$ cat src/rtl/npc_mem_pkg.sv
`default_nettype none
// +------------------------------------------------------------------+
// | npc_mem_pkg : shared encodings for the memory-port arbiter       |
// | Revision    : 1.0                                                |
// +------------------------------------------------------------------+
package npc_mem_pkg;

  typedef enum logic [1:0] {
    ARB_IDLE = 2'd0,
    ARB_REQ  = 2'd1,
    ARB_RESP = 2'd2
  } arb_state_e;

  localparam logic OWN_IF = 1'b0;
  localparam logic OWN_LS = 1'b1;

  function automatic int mask_width(input int data_w);
    return data_w / 8;
  endfunction

endpackage
`default_nettype wire

$ cat src/rtl/mem_arb_grant.sv
`default_nettype none
// +------------------------------------------------------------------+
// | mem_arb_grant : LS-priority grant with IF starvation counter     |
// | Revision      : 1.0                                              |
// +------------------------------------------------------------------+
module mem_arb_grant #(
  parameter int STARVE_MAX = 4
) (
  input  logic clk,
  input  logic rst,
  input  logic en,
  input  logic if_req_valid,
  input  logic ls_req_valid,
  output logic grant_if,
  output logic grant_ls
);

  localparam logic [3:0] C_STARVE_MAX = 4'(STARVE_MAX);

  logic [3:0] starve_cnt;
  logic       starve_hit;

  // IF is forced only when it is actually waiting and LS has used up its run.
  assign starve_hit = if_req_valid && (starve_cnt == C_STARVE_MAX);
  assign grant_ls   = en && ls_req_valid && !starve_hit;
  assign grant_if   = en && if_req_valid && !grant_ls;

  always_ff @(posedge clk or negedge rst) begin
    if (!rst) begin
      starve_cnt <= 4'd0;
    end else if (grant_if) begin
      starve_cnt <= 4'd0;
    end else if (grant_ls) begin
      if (!if_req_valid)
        starve_cnt <= 4'd0;
      else if (starve_cnt != C_STARVE_MAX)
        starve_cnt <= starve_cnt + 4'd1;
    end
  end

endmodule
`default_nettype wire

$ cat src/rtl/mem_arbiter.sv
`default_nettype none
// +------------------------------------------------------------------+
// | mem_arbiter : shares one memory port between IF and LS requesters|
// | Revision    : 1.0                                                |
// +------------------------------------------------------------------+
module mem_arbiter
  import npc_mem_pkg::*;
#(
  parameter int ADDR_W     = 64,
  parameter int DATA_W     = 64,
  parameter int STARVE_MAX = 4
) (
  input  logic                          clk,
  input  logic                          rst,
  input  logic                          if_req_valid,
  output logic                          if_req_ready,
  input  logic [ADDR_W-1:0]             if_addr,
  output logic                          if_resp_valid,
  output logic [DATA_W-1:0]             if_rdata,
  input  logic                          ls_req_valid,
  output logic                          ls_req_ready,
  input  logic [ADDR_W-1:0]             ls_addr,
  input  logic                          ls_we,
  input  logic [DATA_W-1:0]             ls_wdata,
  input  logic [mask_width(DATA_W)-1:0] ls_wmask,
  output logic                          ls_resp_valid,
  output logic [DATA_W-1:0]             ls_rdata,
  output logic                          mem_req_valid,
  input  logic                          mem_req_ready,
  output logic [ADDR_W-1:0]             mem_addr,
  output logic                          mem_we,
  output logic [DATA_W-1:0]             mem_wdata,
  output logic [mask_width(DATA_W)-1:0] mem_wmask,
  input  logic                          mem_resp_valid,
  input  logic [DATA_W-1:0]             mem_rdata,
  output logic                          resp_err
);

  localparam int MASK_W = mask_width(DATA_W);

  arb_state_e state;
  logic       owner;
  logic       grant_if;
  logic       grant_ls;
  logic       grant_en;
  logic       resp_fire;

  // Gating with rst keeps every combinational output at 0 while reset is held.
  assign grant_en = rst && (state == ARB_IDLE);

  mem_arb_grant #(
    .STARVE_MAX (STARVE_MAX)
  ) u_grant (
    .clk          (clk),
    .rst          (rst),
    .en           (grant_en),
    .if_req_valid (if_req_valid),
    .ls_req_valid (ls_req_valid),
    .grant_if     (grant_if),
    .grant_ls     (grant_ls)
  );

  always_ff @(posedge clk or negedge rst) begin
    if (!rst) begin
      state     <= ARB_IDLE;
      owner     <= OWN_IF;
      mem_addr  <= '0;
      mem_we    <= 1'b0;
      mem_wdata <= '0;
      mem_wmask <= '0;
    end else begin
      case (state)
        ARB_IDLE: begin
          if (grant_ls) begin
            owner     <= OWN_LS;
            mem_addr  <= ls_addr;
            mem_we    <= ls_we;
            mem_wdata <= ls_wdata;
            mem_wmask <= ls_wmask;
            state     <= ARB_REQ;
          end else if (grant_if) begin
            owner     <= OWN_IF;
            mem_addr  <= if_addr;
            mem_we    <= 1'b0;
            mem_wdata <= '0;
            mem_wmask <= MASK_W'(0);
            state     <= ARB_REQ;
          end
        end
        ARB_REQ: begin
          if (mem_req_ready)
            state <= ARB_RESP;
        end
        ARB_RESP: begin
          if (mem_resp_valid)
            state <= ARB_IDLE;
        end
        default: state <= ARB_IDLE;
      endcase
    end
  end

  assign if_req_ready  = grant_if;
  assign ls_req_ready  = grant_ls;
  assign mem_req_valid = (state == ARB_REQ);

  assign resp_fire     = rst && (state == ARB_RESP) && mem_resp_valid;
  assign if_resp_valid = resp_fire && (owner == OWN_IF);
  assign ls_resp_valid = resp_fire && (owner == OWN_LS);
  assign resp_err      = rst && mem_resp_valid && (state != ARB_RESP);

  assign if_rdata = (rst && owner == OWN_IF) ? mem_rdata : '0;
  assign ls_rdata = (rst && owner == OWN_LS) ? mem_rdata : '0;

endmodule
`default_nettype wire

$ cat config.mk
export PLATFORM = sky130hd
export DESIGN_NAME = mem_arbiter
export DESIGN_NICKNAME = d
export VERILOG_FILES = /design/src/rtl/npc_mem_pkg.sv /design/src/rtl/mem_arb_grant.sv /design/src/rtl/mem_arbiter.sv
export SDC_FILE = /design/constraint.sdc
export NUM_CORES = 1
export LEC_CHECK = 0
export ABC_AREA = 1
export CELL_PAD_IN_SITES_DETAIL_PLACEMENT = 1
export CELL_PAD_IN_SITES_GLOBAL_PLACEMENT = 2
export CORE_MARGIN = 2
export CORE_UTILIZATION = 17
export CTS_BUF_LIST = sky130_fd_sc_hd__clkbuf_4
export DETAILED_ROUTE_END_ITERATION = 6
export HOLD_SLACK_MARGIN = 0.05
export PLACE_DENSITY = 0.88
export SYNTH_ARGS = -nofsm -noshare
export SYNTH_HDL_FRONTEND = slang
export SYNTH_SLANG_ARGS = --single-unit
$ cat constraint.sdc
create_clock -name clk -period 2.28 [get_ports clk]
set_clock_uncertainty 0.1 [all_clocks]
set_input_delay 0.684 -clock clk [delete_from_list [all_inputs] [get_ports clk]]
set_output_delay 0.684 -clock clk [all_outputs]
set_load 0.01 [all_outputs]
==> results.toml <==
[logic_synthesis]
synthDominantCellAreaShare_pct = 49.5
synth_area_per_cell_um2 = 6.95
synth_most_common_cell = "nand2_1"
synth_area_leader_cell = "dfrtp_1"
ys_top_cells_by_area = "dfrtp_1 49%, nand2_1 22%, nor2_1 9.7%"
synthArstFlopShare_pct = 100
syn-num-nets = 1321
yosys-top-cells-count = "424 x nand2_1, 188 x nor2_1, 144 x dfrtp_1, 138 x inv_1, 69 x nand3_1"
synth-edff-count = 0
synth_cell_type_count = 23
synth_flop_cell = "dfrtp_1"
yosys_warnings = 0
synth_seq_cells = 144
yosysSeqAreaShare_pct = 49.5
netlist_area_um2 = 7280
synthCells = 1048

[setup_path]
cp-end-kind = "output port"
reg2reg_slack_ns = 0.32
cp-start-kind = "flip-flop"
rr_endpoint = "mem_addr[56]$_DFFE_PN0P_"
crit_top_cell = "buf_6"
timing.rr.start = "state[0]$_DFFE_PN0P_"
cp_num_buf_inv = 4
slowest_delay_ns = 0.42
worstPathArrival_ns = 1.88
crit_family = "buffers and inverters"
path_cells = "buf_6, nand2_8, buf_16, buf_6, nor2_1, buf_2"
worst_ep_required_time_ns = 1.50
cp_max_fo = 8
critPathSlowestCell = "dfrtp_1"
ff2ff_path_depth = 9
criticalPathCategory = "reg -> out"

[route]
wl_met2_um = 23000
viasPerCell = 4.15
drt-total-wl_um = 43000
drcViolationCount = 0
ant_nets = 0
drt_first_iter_violations = 366
dr.pass1.iters = 4
wl_per_cell_um = 19.4
top_layer = "met5"
wl_met3_um = 3050
num_vias = 9209
drt-met1-wl_um = 14700

[die]
core.rowCount = 75
initial_core_util_pct = 17.3
dieWidth_um = 211
die_h_um = 211
dieArea_um2 = 44500
io_pins = 542
coreArea_um2 = 42100

[clocking]
cts-root-buf = "clkbuf_4"
clock-sinks = 144
h-tree-depth = 4
clock_path_buffers = 2
insertion_delay_ns = 0.61
cts_tree = "built"
numCtsBuffers = 17
clk_pin_slew_ns = 0.15

[placement]
gp_congestion = 0.798
dp_slack_ns = -0.867
dp_hpwl_um = 30200
io_buffers = 541

[timing]
worstMarginPinSlew_ns = 0.661
rsz0062_at_grt = "true"
period_share_pct = 117
min_period_ns = 2.66
layout_setup_ws_ns = -0.382
finalHoldViolations = 0
fmax_mhz = 376
hold_ws_ns = 0.229
drv_slew = 0
setup_viol_count_final = 134
slew_headroom_pct = 55.9

[worst_hold_path]
hp-class = "in -> async"

[outcome]
violations = "setup timing"
status = "finished with violations"

[power_and_ir_drop]
totalPowerFinal_mw = 15.7
p_leak_nw = 9.22
peakVddDrop_v = 0.000569
power_density_nw_per_um2 = 991

[layout]
post_route_cells_drive_above_1_share_pct = 24.2
area_delta_synth_final_pct = 117
nets = 1932
nFillCells = 4953

[global_route]
antenna_found_initial = 10
grt_pass1_vias = 9493
grt_pass1_wl_um = 56900
grt_overflow = 0
grt_max_degree = 96
grt.total_usage_pct = 17.2

[run]
cap_viol_max_count = 0
flip-flops by register name, indices dropped and copies added (netlist names):
register	flops
state	2
u_grant.starve_cnt	4
owner	1
mem_wdata	64
mem_addr	64
mem_we	1
mem_wmask	8
kinds of logic after synthesis:
kind of cell / count (synthesis) / synth area share, %
and+or+nand+nor: 688 / 37.1
DFF: 144 / 49.5
AOI/OAI and AO/OA: 16 / 1.49
buffers and inverters: 197 / 11.4
adders and majority gates: 2 / 0.344
xor gates and xnor gates: 1 / 0.120
repair_timing:
item,4_1_cts,5_1_grt
pin swaps,4,13
cloned,5,8
gates resized for setup,612,403
setup endpoints to repair,271,271
setup buffers,19,23
hold buffers,2,0
hold endpoints to repair,9,0
routing by layer:
| layer | up-vias | GRT usage (%) |
|---|---|---|
| li1 | 4302 | - |
| met1 | 4437 | 16.8 |
| met2 | 376 | 32.8 |
| met3 | 90 | 5.69 |
| met4 | 4 | 7.29 |
| met5 | - | 0 |
report_power, final:
part / switching [mW] / leakage (nW) / internal, mW / total [mW]
Combinational: 4.45 / 7.22 / 4.58 / 9.03
Sequential: 0.683 / 1.81 / 3.78 / 4.47
Clock: 1.14 / 0.198 / 1.02 / 2.16
Total: 6.27 / 9.22 / 9.38 / 15.7
how the worst max path moves through the flow:
stage / start / end / slack, ns / cells after the start
final: owner$_DFFE_PN0P_ / ls_rdata[47] / -0.38 / 6
after floorplan: rst / if_rdata[10] / 0.07 / 4
after global placement: mem_resp_valid / ls_resp_valid / -0.81 / 4
after CTS: owner$_DFFE_PN0P_ / if_rdata[45] / -0.42 / 7
after global routing: owner$_DFFE_PN0P_ / ls_rdata[47] / -0.53 / 6
after detailed placement: mem_resp_valid / ls_resp_valid / -0.87 / 4
layout by cell type, fill, tap and decap left out, types with 3 or more instances in the layout:
master,count
bufinv_16,5
dlymetal6s2s_1,137
inv_6,6
inv_2,5
clkdlybuf4s50_1,269
diode_2,8
buf_16,5
inv_1,134
buf_4,43
dfrtp_1,144
inv_8,3
nor2_4,84
nand2_8,3
nand2_1,420
o21bai_1,9
buf_2,51
clkbuf_4,17
buf_12,14
nand3_1,69
nor2_1,74
buf_6,119
o21ai_0,4
nor2_2,32
clkbuf_16,7
metrics by stage:
stage / TNS [ns] / cells / instance area [um2] / utilization, %
2_1_floorplan: 0 / 1048 / 7280 / -
3_3_place_gp: -88.04 / 2122 / 13600 / 32.3
3_5_place_dp: -89.41 / 2122 / 13600 / 32.3
4_1_cts: -66.46 / 2180 / 14000 / 33.1
5_1_grt: -58.32 / 2219 / 15800 / 37.5
6_report: -40.87 / 2219 / 15800 / 37.5
final cells by class:
type	instances	area, um2	share of cell area (%)
flip-flops and latches	144	3600	22.8
well taps	539	674	4.27
clock buffers	17	128	0.808
clock inverters	15	245	1.55
inverters	141	537	3.40
multi-input cells	707	3630	23.0
repair buffers	648	6950	44.0
diodes	8	20.0	0.127
worst register-to-register path, cell delays in order, from the launching register on:
cell	delay (ns)
dfrtp_1	0.45
nor2_4	0.20
buf_6	0.13
nand3_4	0.06
nor2_4	0.18
buf_4	0.19
buf_4	0.27
nand2_1	0.12
nand3_1	0.10
nand2_1	0.05
Power figures use the tool's default switching activity.
